### src/rtl/alarm_set_ctrl_pkg.sv
// Shared definitions for the alarm-set controller.
//   state_e     : controller states
//   FIELD_*     : edit_field codes driven to the display (blink select)
//   HOUR_MAX    : last valid hour value in BCD
//   MINSEC_MAX  : last valid minute/second value in BCD
//   field_of()  : maps a state onto the edit_field code shown while in it
package alarm_set_ctrl_pkg;

    typedef enum logic [2:0] {
        ST_IDLE,
        ST_SELECT,
        ST_LOAD,
        ST_EDIT_H,
        ST_EDIT_M,
        ST_EDIT_S,
        ST_COMMIT
    } state_e;

    localparam logic [1:0] FIELD_NONE   = 2'd0;
    localparam logic [1:0] FIELD_HOUR   = 2'd1;
    localparam logic [1:0] FIELD_MINUTE = 2'd2;
    localparam logic [1:0] FIELD_SECOND = 2'd3;

    localparam logic [7:0] HOUR_MAX   = 8'h23;
    localparam logic [7:0] MINSEC_MAX = 8'h59;

    function automatic logic [1:0] field_of(input state_e s);
        case (s)
            ST_EDIT_H: return FIELD_HOUR;
            ST_EDIT_M: return FIELD_MINUTE;
            ST_EDIT_S: return FIELD_SECOND;
            default:   return FIELD_NONE;
        endcase
    endfunction

endpackage

### src/rtl/alarm_set_ctrl_bcd2_updown.sv
// Combinational two-digit BCD step by one, wrapping between 00 and MAX.
//   val_i : current BCD value
//   up_i  : 1 = increment, 0 = decrement
//   res_o : stepped value, always valid BCD in 00..MAX
// Out-of-range inputs (above MAX) are pulled back into range rather than
// stepped, so a corrupt readback can never propagate an illegal code.
module bcd2_updown #(
    parameter logic [7:0] MAX = 8'h59
) (
    input  logic [7:0] val_i,
    input  logic       up_i,
    output logic [7:0] res_o
);

    logic [3:0] tens;
    logic [3:0] ones;

    assign tens = val_i[7:4];
    assign ones = val_i[3:0];

    always_comb begin
        res_o = val_i;
        if (up_i) begin
            if (val_i >= MAX)
                res_o = 8'h00;
            else if (ones >= 4'd9)
                res_o = {tens + 4'd1, 4'd0};
            else
                res_o = {tens, ones + 4'd1};
        end else begin
            if (val_i == 8'h00 || val_i > MAX)
                res_o = MAX;
            else if (ones == 4'd0)
                res_o = {tens - 4'd1, 4'd9};
            else
                res_o = {tens, ones - 4'd1};
        end
    end

endmodule

### src/rtl/alarm_set_ctrl.sv
// Button-driven alarm configuration sequencer.
// Picks an alarm slot, waits for its readback to settle, preloads HH:MM:SS,
// lets the user edit each field in BCD and then fires a one-cycle set strobe
// with the edited time and the date captured at load.
//   clk, rst_n            : clock, asynchronous active-low reset
//   tick_1hz              : one-cycle pulse per second (edit timeout base)
//   btn_mode/next/inc/dec : debounced one-cycle button pulses
//   cur_*_bcd             : current date from the timekeeper
//   rb_*_bcd              : alarm readback for the selected slot
//   selected_alarm        : slot index to the alarm block (kept after a session)
//   set                   : one-cycle commit strobe
//   alarm_*_bcd_in        : values presented with set
//   editing, edit_field   : session status for the display
import alarm_set_ctrl_pkg::*;

module alarm_set_ctrl #(
    parameter int NUM_ALARMS   = 3,
    parameter int READBACK_LAT = 4,
    parameter int TIMEOUT_S    = 10
) (
    input  logic        clk,
    input  logic        rst_n,
    input  logic        tick_1hz,
    input  logic        btn_mode,
    input  logic        btn_next,
    input  logic        btn_inc,
    input  logic        btn_dec,
    input  logic [15:0] cur_year_bcd,
    input  logic [7:0]  cur_month_bcd,
    input  logic [7:0]  cur_day_bcd,
    input  logic [7:0]  rb_hour_bcd,
    input  logic [7:0]  rb_minute_bcd,
    input  logic [7:0]  rb_second_bcd,
    output logic [1:0]  selected_alarm,
    output logic        set,
    output logic [15:0] alarm_year_bcd_in,
    output logic [7:0]  alarm_month_bcd_in,
    output logic [7:0]  alarm_day_bcd_in,
    output logic [7:0]  alarm_hour_bcd_in,
    output logic [7:0]  alarm_minute_bcd_in,
    output logic [7:0]  alarm_second_bcd_in,
    output logic        editing,
    output logic [1:0]  edit_field
);

    localparam int         LAT_W    = $clog2(READBACK_LAT + 1);
    localparam int         TO_W     = $clog2(TIMEOUT_S + 1);
    localparam logic [1:0] SEL_LAST = 2'(NUM_ALARMS - 1);

    state_e      state_q, state_d;
    logic [1:0]  sel_q, sel_d;
    logic [LAT_W-1:0] lat_q, lat_d;
    logic [TO_W-1:0]  to_q, to_d;
    logic [15:0] year_q, year_d;
    logic [7:0]  month_q, month_d, day_q, day_d;
    logic [7:0]  hour_q, hour_d, min_q, min_d, sec_q, sec_d;
    logic        set_q, set_d;
    logic        editing_q, editing_d;
    logic [1:0]  field_q, field_d;

    logic [7:0]  hour_step, min_step, sec_step;
    logic        any_btn;
    logic        timeout_hit;

    // inc outranks dec, so driving the direction from btn_inc alone is enough.
    bcd2_updown #(.MAX(HOUR_MAX))   u_hour (.val_i(hour_q), .up_i(btn_inc), .res_o(hour_step));
    bcd2_updown #(.MAX(MINSEC_MAX)) u_min  (.val_i(min_q),  .up_i(btn_inc), .res_o(min_step));
    bcd2_updown #(.MAX(MINSEC_MAX)) u_sec  (.val_i(sec_q),  .up_i(btn_inc), .res_o(sec_step));

    assign any_btn = btn_mode | btn_next | btn_inc | btn_dec;

    // A button in the same cycle as the terminal tick keeps the session alive.
    assign timeout_hit = (state_q != ST_IDLE) && !any_btn && tick_1hz &&
                         (to_q == TO_W'(TIMEOUT_S - 1));

    always_comb begin
        state_d = state_q;
        sel_d   = sel_q;
        lat_d   = '0;
        year_d  = year_q;
        month_d = month_q;
        day_d   = day_q;
        hour_d  = hour_q;
        min_d   = min_q;
        sec_d   = sec_q;

        // Idle time only accumulates inside a session; any press restarts it.
        if (state_q == ST_IDLE || any_btn)
            to_d = '0;
        else if (tick_1hz && !timeout_hit)
            to_d = to_q + TO_W'(1);
        else
            to_d = timeout_hit ? '0 : to_q;

        if (timeout_hit) begin
            state_d = ST_IDLE;
        end else begin
            case (state_q)
                ST_IDLE: begin
                    if (btn_mode) state_d = ST_SELECT;
                end
                ST_SELECT: begin
                    if (btn_mode)
                        state_d = ST_IDLE;
                    else if (btn_next)
                        state_d = ST_LOAD;
                    else if (btn_inc)
                        sel_d = (sel_q == SEL_LAST) ? 2'd0 : sel_q + 2'd1;
                    else if (btn_dec)
                        sel_d = (sel_q == 2'd0) ? SEL_LAST : sel_q - 2'd1;
                end
                ST_LOAD: begin
                    // lat_q counts the cycles spent here; readback is trusted on the last.
                    if (btn_mode) begin
                        state_d = ST_IDLE;
                    end else if (lat_q == LAT_W'(READBACK_LAT - 1)) begin
                        state_d = ST_EDIT_H;
                        hour_d  = rb_hour_bcd;
                        min_d   = rb_minute_bcd;
                        sec_d   = rb_second_bcd;
                        year_d  = cur_year_bcd;
                        month_d = cur_month_bcd;
                        day_d   = cur_day_bcd;
                    end else begin
                        lat_d = lat_q + LAT_W'(1);
                    end
                end
                ST_EDIT_H: begin
                    if (btn_mode)                state_d = ST_IDLE;
                    else if (btn_next)           state_d = ST_EDIT_M;
                    else if (btn_inc || btn_dec) hour_d  = hour_step;
                end
                ST_EDIT_M: begin
                    if (btn_mode)                state_d = ST_IDLE;
                    else if (btn_next)           state_d = ST_EDIT_S;
                    else if (btn_inc || btn_dec) min_d   = min_step;
                end
                ST_EDIT_S: begin
                    if (btn_mode)                state_d = ST_IDLE;
                    else if (btn_next)           state_d = ST_COMMIT;
                    else if (btn_inc || btn_dec) sec_d   = sec_step;
                end
                ST_COMMIT: begin
                    state_d = ST_IDLE;
                end
                default: begin
                    state_d = ST_IDLE;
                end
            endcase
        end

        // Status outputs are derived from the next state so that they are
        // registered yet line up with the state register cycle for cycle.
        set_d     = (state_d == ST_COMMIT);
        editing_d = (state_d != ST_IDLE);
        field_d   = field_of(state_d);
    end

    always_ff @(posedge clk or negedge rst_n) begin
        if (!rst_n) begin
            state_q   <= ST_IDLE;
            sel_q     <= 2'd0;
            lat_q     <= '0;
            to_q      <= '0;
            year_q    <= 16'h0000;
            month_q   <= 8'h00;
            day_q     <= 8'h00;
            hour_q    <= 8'h00;
            min_q     <= 8'h00;
            sec_q     <= 8'h00;
            set_q     <= 1'b0;
            editing_q <= 1'b0;
            field_q   <= FIELD_NONE;
        end else begin
            state_q   <= state_d;
            sel_q     <= sel_d;
            lat_q     <= lat_d;
            to_q      <= to_d;
            year_q    <= year_d;
            month_q   <= month_d;
            day_q     <= day_d;
            hour_q    <= hour_d;
            min_q     <= min_d;
            sec_q     <= sec_d;
            set_q     <= set_d;
            editing_q <= editing_d;
            field_q   <= field_d;
        end
    end

    assign selected_alarm      = sel_q;
    assign set                 = set_q;
    assign alarm_year_bcd_in   = year_q;
    assign alarm_month_bcd_in  = month_q;
    assign alarm_day_bcd_in    = day_q;
    assign alarm_hour_bcd_in   = hour_q;
    assign alarm_minute_bcd_in = min_q;
    assign alarm_second_bcd_in = sec_q;
    assign editing             = editing_q;
    assign edit_field          = field_q;

endmodule

### config.mk
export PLATFORM = sky130hd
export DESIGN_NAME = alarm_set_ctrl
export DESIGN_NICKNAME = d
export VERILOG_FILES = /design/src/rtl/alarm_set_ctrl_pkg.sv /design/src/rtl/alarm_set_ctrl_bcd2_updown.sv /design/src/rtl/alarm_set_ctrl.sv
export SDC_FILE = /design/constraint.sdc
export NUM_CORES = 1
export LEC_CHECK = 0
export CAP_MARGIN = 20
export CORE_MARGIN = 5
export CORE_UTILIZATION = 35
export CTS_BUF_LIST = sky130_fd_sc_hd__clkbuf_4 sky130_fd_sc_hd__clkbuf_8
export CTS_CLUSTER_DIAMETER = 100
export CTS_CLUSTER_SIZE = 10
export DETAILED_ROUTE_END_ITERATION = 12
export PLACE_DENSITY = 0.62
export SYNTH_ARGS = -nofsm -noshare
export SYNTH_HDL_FRONTEND = slang
export SYNTH_SLANG_ARGS = --single-unit
### constraint.sdc
create_clock -name clk -period 3.1 [get_ports clk]
set_input_delay 0.62 -clock clk [delete_from_list [all_inputs] [get_ports clk]]
set_output_delay 0.62 -clock clk [all_outputs]
set_load 0.02 [all_outputs]
# After elaboration in Yosys (flattened, before gate mapping)
# Index checks and enable logic that the tools add are counted.
# Widths: inputs -> output; s select.
[classes]
addsub = 16
magnitude_cmp = 9
n_eq_ne = 29
muxes = 58
bitwise_logic = 6
reduce_logical = 34
[ops]
columns = ["op", "n"]
rows = [
  ["$mux 8", 30],
  ["$mux 3", 16],
  ["$pmux 8 s2", 3],
  ["$add 4x1->4 const B", 7],
  ["$reduce_and 9->1", 3],
  ["$logic_not 8->1", 3],
  ["$ne 4x2->1 const B", 6],
  ["$sub 4x1->4 const B", 6],
  ["$ne 2x2->1 const B", 11],
  ["$reduce_and 7->1", 3],
  ["$pmux 3 s6", 1],
  ["$ge 8x7->1 const B", 2],
  ["$gt 8x7->1 const B", 2],
  ["$eq 3x3->1 const B", 5],
  ["$eq 3x2->1 const B", 4],
  ["$ge 4x4->1 const B", 3],
  ["$logic_not 4->1", 3],
  ["$mux 4", 3],
  ["$reduce_bool 3->1", 3],
  ["$ge 8x6->1 const B", 1],
  ["$gt 8x6->1 const B", 1],
  ["$mux 2", 4],
  ["$reduce_bool 2->1", 4],
  ["$pmux 2 s3", 1],
  ["other kinds (15)", 27],
]
[word_totals]
reg_bits = 72
in_bits = 63

# Longest topological paths before layout
# Gate-level depths: netlist of run 1.
[logic_depth]
word_depth = 11
depth_mapped = 8
depth_no_buf = 8

# Cells and area by module
# Synthesis of run 1 repeated with hierarchy kept, for this count alone.
[unflattened]
hier_cells = 454
area_unflattened_um2 = 4893.4
[modules_own_cells]
columns = ["mod", "instances", "cells_each", "area_each_um2", "seq_area_each_um2"]
rows = [
  ["alarm_set_ctrl", 1, 248, 3343.2, 1801.7],
  ["bcd2_updown at u_min ...", 2, 73, 564.3, 0.0],
  ["bcd2_updown at u_hour", 1, 60, 421.7, 0.0],
]

# Worst setup path before layout of run 1
# Ideal clock, no wire load.
[synth_timing]
path_kind = "reg2reg"
start = "reg sec_q[5], in the netlist alarm_second_bcd_in[5]"
end = "reg sec_q[5], in the netlist alarm_second_bcd_in[5]"
arrival_ns = 2.128
t_required_ns = 2.972
setup_slack_ns = 0.845
stages_incl_launch_ff = 8
n_path_buf = 0
period_less_slack_ns = 2.255
cell_sequence = "dfrtp_1 -> inv_1 -> ha_1 -> nand3_2 -> or4b_4 -> a31o_2 -> o21ai_4 -> mux2_1"
[synth_via]
elab_chain_len = 8
[synth_lines]
columns = ["element", "line_no", "source"]
rows = [
  ["start, declared", "alarm_set_ctrl.sv:56", "logic [7:0] hour_q, hour_d, min_q, min_d, sec_q, sec_d;"],
  ["start signal, assigned", "alarm_set_ctrl.sv:170", "sec_q <= 8'h00;"],
  ["start signal, assigned", "alarm_set_ctrl.sv:184", "sec_q <= sec_d;"],
  ["$gt 8x7->1, or another cell as far along", "alarm_set_ctrl_bcd2_updown.sv:31", "if (val_i == 8'h00 || val_i > MAX)"],
  ["$logic_or 1x1->1, or another cell as far along", "alarm_set_ctrl_bcd2_updown.sv:31", ""],
  ["$mux 8 (on tied branches)", "alarm_set_ctrl_bcd2_updown.sv:31, alarm_set_ctrl_bcd2_updown.sv:24", ""],
  ["$mux 8", "alarm_set_ctrl_bcd2_updown.sv:23", "if (up_i) begin"],
  ["$mux 8", "alarm_set_ctrl.sv:141", "else if (btn_inc || btn_dec) sec_d = sec_step;"],
  ["$mux 8", "alarm_set_ctrl.sv:140", "else if (btn_next) state_d = ST_COMMIT;"],
  ["$mux 8", "alarm_set_ctrl.sv:139", "if (btn_mode) state_d = ST_IDLE;"],
  ["$pmux 8 s2", "alarm_set_ctrl.sv:98", "case (state_q)"],
]
# Parallel ways exist; a longest one is shown, timed or not. The select of a mux whose other input is x is not followed.
# A chain may end at the register's enable or synchronous reset.

# Final worst setup path of run 1
[layout_timing]
start = "in btn_inc"
end = "reg sec_q[5], in the netlist alarm_second_bcd_in[5]"
[layout_via]
elab_chain_len = 8
[layout_lines]
columns = ["element", "line_no", "source"]
rows = [
  ["start, declared", "alarm_set_ctrl.sv:26", "input logic btn_inc,"],
  ["$or 1x1->1 (2 in series)", "alarm_set_ctrl.sv:70", "assign any_btn = btn_mode | btn_next | btn_inc | btn_dec;"],
  ["$logic_not 1->1", "alarm_set_ctrl.sv:73", "assign timeout_hit = (state_q != ST_IDLE) && !any_btn && tick_1hz &&"],
  ["$logic_and 1x1->1 (3 in series)", "alarm_set_ctrl.sv:73", ""],
  ["$not 1->1 (no line)", "n/a", ""],
  ["$reduce_and 9->1 (no line)", "n/a", ""],
]
# Parallel ways exist; a longest one is shown, timed or not. The select of a mux whose other input is x is not followed.

==> results of run 1 <==
==> layout make-up <==
class                      count  area (sq um)  share of cell area [%]
sequential                    72          1802                   29.30
inverter                      30         112.6                   1.831
timing repair buffer         131          1314                   21.36
clock inverter                 7         77.57                   1.261
multi-input combinational    340          2505                   40.73
clock buffer                   9         123.9                   2.014
tap                          172         215.2                   3.499
==> sequential cells by signal (all words and copies together), names as in the netlist, 2 cells and up <==
| name | count |
|---|---|
| alarm_day_bcd_in | 8 |
| to_q | 4 |
| alarm_second_bcd_in | 8 |
| edit_field | 2 |
| alarm_minute_bcd_in | 8 |
| state_q | 3 |
| lat_q | 3 |
| alarm_year_bcd_in | 16 |
| alarm_hour_bcd_in | 8 |
| alarm_month_bcd_in | 8 |
| selected_alarm | 2 |
==> cells in the mapped netlist, drive strengths merged (4+ instances only) <==
library cell  count
mux2             33
nand3            15
a21o              5
nand2b           10
a221oi            5
a31oi             4
nor2             27
o22ai             6
dfrtp            72
nand2            38
or3               4
nor4              6
nor2b            10
o21ai            31
o31ai             5
buf              18
nor3b             9
inv              30
a21oi            23
ha               24
a211oi            9
nor3             14
==> metal layers <==
layer	vias to the layer above	GRT usage, %	share of wire (%)
met5	-	0	0
met4	0	6.851	1.7
met3	14	2.861	4.3
met2	103	26.39	50
met1	1916	21.50	44
li1	1931	-	-
==> report_power, final <==
| group | switching (W) | total [W] | leakage (nW) | internal, W |
|---|---|---|---|---|
| Clock | 0.000408 | 0.000787 | 0.100 | 0.000379 |
| Sequential | 0.000305 | 0.00139 | 0.958 | 0.00109 |
| Combinational | 0.000915 | 0.00171 | 1.58 | 0.000794 |
| Total | 0.00163 | 0.00389 | 2.64 | 0.00226 |
==> per-stage QoR <==
stage	setup slack (ps)	hold slack (ps)	power (W)
4_1_cts	664.6	285.1	0.003919
3_5_place_dp	273.1	448.5	0.003105
3_3_place_gp	387.3	432.3	0.003078
5_1_grt	467.9	291.0	0.004192
2_1_floorplan	844.8	324.4	0.002475
6_report	625.2	272.2	0.003887
==> cell families after synthesis <==
kind of cell | count (synthesis)
flip-flops | 72
XOR/XNOR | 5
multiplexers | 36
buffers and inverters | 50
adder cells (fa/ha/maj) | 24
AO/OA/AOI/OAI | 125
AND/OR/NAND/NOR | 150
==> placed cells by master (no fill, tap or decap), types with 4 or more instances in the layout <==
cell,count
clkdlybuf4s50_1,123
dfrtp_1,72
nand2_1,36
mux2_2,31
inv_1,30
nor2_1,27
o21ai_0,27
ha_1,24
a21oi_1,22
nor3_1,14
nand3_1,12
nor2b_1,10
nand2b_1,10
a211oi_1,9
clkbuf_8,9
nor3b_1,8
o22ai_1,6
a21o_1,5
a221oi_1,5
buf_4,5
nor4_1,4
o31ai_1,4
==> path summary, 6_finish.rpt <==
path	startpoint	to	slack, ps	depth (start not counted)
worst max-delay path	btn_inc	alarm_second_bcd_in[5]	630	6
worst min-delay path	rst_n	alarm_year_bcd_in[7]	270	2
worst max register to register	alarm_minute_bcd_in[0]	alarm_minute_bcd_in[6]	750	8
worst min register to register	lat_q[0]	lat_q[0]	450	1
max in group asynchronous	rst_n	alarm_hour_bcd_in[0]	2500	2
min in group clk	lat_q[0]	lat_q[0]	450	1
==> flow_summary.yaml, run 1 <==
power_and_ir_drop:
  power.leakage_nw: 2.640
  cellPowerDensity_nw_per_um2: 632.1
  ir_drop_mv: 0.2682
sta:
  rsz0062_at_grt: "no"
  drv_slew: 0
  period_needed_ps: 2475
  worstMarginPinSlew_ps: 621.6
  tns_ps: 0
  relSlewSlack_pct: 58.41
  setup_viol: 0
  hold_violations: 0
  fin_skew_ps: 15.67
  max_freq_mhz: 404.1
  period_share_pct: 79.83
logic_synthesis:
  synth-edff-count: 0
  yosys-top-cells-area: "dfrtp_1 40%, mux2_2 7.7%, ha_1 6.6%, nand2_1 3.0%, o21ai_0 3.0%"
  ys_ff_latch: 72
  synthMuxAreaShare_pct: 8.863
  synth.distinct_cells: 78
  yosys.area.top_type: "dfrtp_1"
  synth_xor_xnor_area_share_pct: 0.9663
  ys_warn_count: 0
  syn_area_sq_um: 4532
  synth_top_family_by_area: "compound AO/OA/AOI/OAI gates"
  synthSimpleGateAreaFrac_pct: 18.66
  synth_nets: 549
  synth_top_area_share_pct: 39.76
  yosys.area_share.adder_pct: 6.626
  postSynthAreaPerCell_sq_um: 9.809
  synth_ff_type: "dfrtp_1"
  ys_seq_area_share_pct: 39.76
  syn_inst: 462
  synth_compound_area_share_pct: 20.15
  async_flop_share_pct: 100.0
cts:
  cts_hold_buf: 0
  post_cts_buffers: 0
  root_buffer: "clkbuf_8"
  insertion_delay_ps: 360
  cts_tree: "built"
  cts_resized: 0
  clock_path_buffers: 2
  h-tree-depth: 3
  numCtsBuffers: 9
  clock_sinks: 72
  path_clk_slew_ps: 90
min_path:
  min-delay-path-class: "primary input to async pin"
setup_path:
  cp_slowest_cell: "clkdlybuf4s50_1"
  critical_path_class: "primary input to flop"
  crit_family: "buffers and inverters"
  cp.required_ps: 3350
  critPathCaptureType: "flop"
  slowest_delay_ps: 750
  startpoint_type: "primary input"
  path_max_fanout: 10
  worstPathCellList: "clkdlybuf4s50_1, inv_1, and2_1, a31o_2, o21ai_4, mux2_1"
  cp.arrival_ps: 2720
  path_buf_inv: 2
detailed_routing:
  drc_errors: 0
  postRouteAntennaNets: 0
  viasPerCell: 5.209
  vias: 3964
  drt_iter0_markers: 327
  dr.pass1.iters: 4
  wl_per_cell_um: 16.08
  drt_wl_total_um: 12240
die:
  die_h_um: 123.8
  coreArea_sq_um: 12670
  io_pins: 125
  die_x_um: 123.8
  die_area_sq_um: 15320
  start_util_pct: 35.77
  num_rows: 41
global_routing:
  grt_start_max_net_pins: 73
  grt_pass1_vias: 4006
  antenna_found_initial: 0
  grt_pass1_wl_um: 19950
  groute.usage.overall_pct: 16.31
  grt.overflow.total: 0
cells_and_area:
  final_nets: 671
  area_growth_pct: 35.70
  drive_gt1_share_pct: 13.41
  fillers: 1200
  final_cells: 761
  n_antenna_cell: 0
  fin_area_sq_um: 6150
  fin_util_pct: 48.53
place:
  placed_area_sq_um: 5948
  hpwl_um: 9018
  port_buffers: 124
  gp_congestion: 0.8552
  place_inst: 745
run:
  max_cap_violations: 0
status:
  status: "complete, no violations"
(Power assumes the default switching activity.)
==> run 2: changes to the inputs <==
==> constraint.sdc (replaced) <==
create_clock -name clk -period 2.5 [get_ports clk]
set_input_delay 0.5 -clock clk [delete_from_list [all_inputs] [get_ports clk]]
set_output_delay 0.5 -clock clk [all_outputs]
set_load 0.02 [all_outputs]
==> flow_summary.yaml, run 2 (same netlist as run 1, synthesis figures left out) <==
status:
  status: "complete, no violations"
die:
  die_x_um: 123.8
  io_pins: 125
  num_rows: 41
  die_area_sq_um: 15320
  die_h_um: 123.8
  coreArea_sq_um: 12670
  start_util_pct: 35.77
detailed_routing:
  drc_errors: 0
  met3_length_um: 678
  vias: 4033
  route.met2.wl_um: 6029
  dr.pass1.iters: 4
  drt-met1-wl_um: 5172
  drt_wl_total_um: 12040
  postRouteAntennaNets: 0
  viasPerCell: 5.171
  routed.top_layer: "met4"
  drt_iter0_markers: 215
  wl_per_cell_um: 15.44
power_and_ir_drop:
  ir_drop_mv: 0.3617
  pwr-share-clk_pct: 17.7
  comb_power_share_pct: 48.0
  cellPowerDensity_nw_per_um2: 764.6
  power.switching_w: 0.002011
  power_w: 0.004803
  seq_power_share_pct: 34.3
  intPower_w: 0.002791
  p_sw_share_pct: 41.88
  power.leakage_nw: 2.723
cells_and_area:
  layout_commonest_cell: "clkdlybuf4s50_1"
  area_growth_pct: 38.60
  final_nets: 690
  n_antenna_cell: 0
  final_cell_mix: "123 x clkdlybuf4s50_1, 72 x dfrtp_1, 36 x nand2_1, 31 x mux2_2, 30 x inv_1"
  fin_area_sq_um: 6281
  drive_gt1_share_pct: 16.12
  largest_reg_flops: 16
cts:
  clock_sinks: 72
  insertion_delay_ps: 360
  cts_resized: 0
  root_buffer: "clkbuf_8"
  h-tree-depth: 3
  cts_tree: "built"
  clock_path_buffers: 2
  path_clk_slew_ps: 90
  numCtsBuffers: 9
place:
  gp_congestion: 0.9149
  pre_cts_slack_ps: 39.77
  port_buffers: 124
  placed_area_sq_um: 6096
  hpwl_um: 9205
sta:
  hold_violations: 0
  period_needed_ps: 2313
  setup_ws_ps: 186.7
  drv_slew: 0
  fin_hold_ws_ps: 204.4
  relSlewSlack_pct: 49.15
  max_freq_mhz: 432.3
  fin_skew_ps: 12.67
  rsz0062_at_grt: "no"
  tns_ps: 0
  setup_viol: 0
  period_share_pct: 92.53
  worstMarginPinSlew_ps: 762.8
setup_path:
  path_max_fanout: 7
  critPathCaptureType: "flop"
  cp.required_ps: 2750
  startpoint_type: "flop"
  critical_path_class: "flop to flop"
  cp.arrival_ps: 2560
global_routing:
  grt.overflow.total: 0
  groute.usage.overall_pct: 15.79
  grt_start_max_net_pins: 41
  grt_pass1_vias: 4051
  antenna_found_initial: 0
  grt_pass1_wl_um: 19480
run:
  max_cap_violations: 0
min_path:
  min-delay-path-class: "primary input to async pin"
run 2: through the flow:
stage | instances | util (%)
floorplan | 462 | -
global placement | 763 | 48.11
detailed placement | 763 | 48.11
CTS | 779 | 49.51
global route | 780 | 49.57
finish | 780 | 49.57
run 2: what timing repair did:
item,CTS,global route
setup buffers,0,1
endpoints found under the setup margin,0,2
hold buffers,0,0
run 2: layout make-up:
type	count	area (sq um)
Multi-Input combinational cell	340	2505
Fill cell	1206	6390
Tap cell	172	215.2
Clock inverter	6	46.29
Timing Repair Buffer	150	1469
Inverter	30	112.6
Sequential cell	72	1802
Clock buffer	10	131.4
run 2: worst max-delay path, cell delays in order (launching register included):
cell and delay [ps]:
dfrtp_1 460, ha_1 230, nand3_2 80, or4b_4 510, a31o_2 320, o21ai_4 250, mux2_1 360
run 2: per-layer routing:
layer / track usage [%] / vias up
met3: 3.906 / 13
met5: 0 / -
met2: 26.50 / 104
met4: 4.360 / 0
li1: - / 1964
met1: 20.25 / 1952
run 2: worst paths after layout:
check,start,endpoint,slack [ps],cells past startpoint
setup / recovery,alarm_second_bcd_in[4],alarm_second_bcd_in[5],190,6
hold / removal,rst_n,alarm_year_bcd_in[6],200,1
setup reg to reg,alarm_second_bcd_in[4],alarm_second_bcd_in[5],190,6
hold reg to reg,lat_q[0],lat_q[0],460,1
max in group asynchronous,rst_n,alarm_hour_bcd_in[0],1610,2
min in group clk,lat_q[0],lat_q[0],460,1
run 2: power by group through the flow:
stage	Sequential, W	Combinational, W	Clock [W]
6_report	0.00165	0.00231	0.000849
5_1_grt	0.00169	0.00256	0.000932
4_1_cts	0.00165	0.00230	0.000887
3_5_place_dp	0.00167	0.00229	0
3_3_place_gp	0.00166	0.00226	0
2_1_floorplan	0.00179	0.00128	0
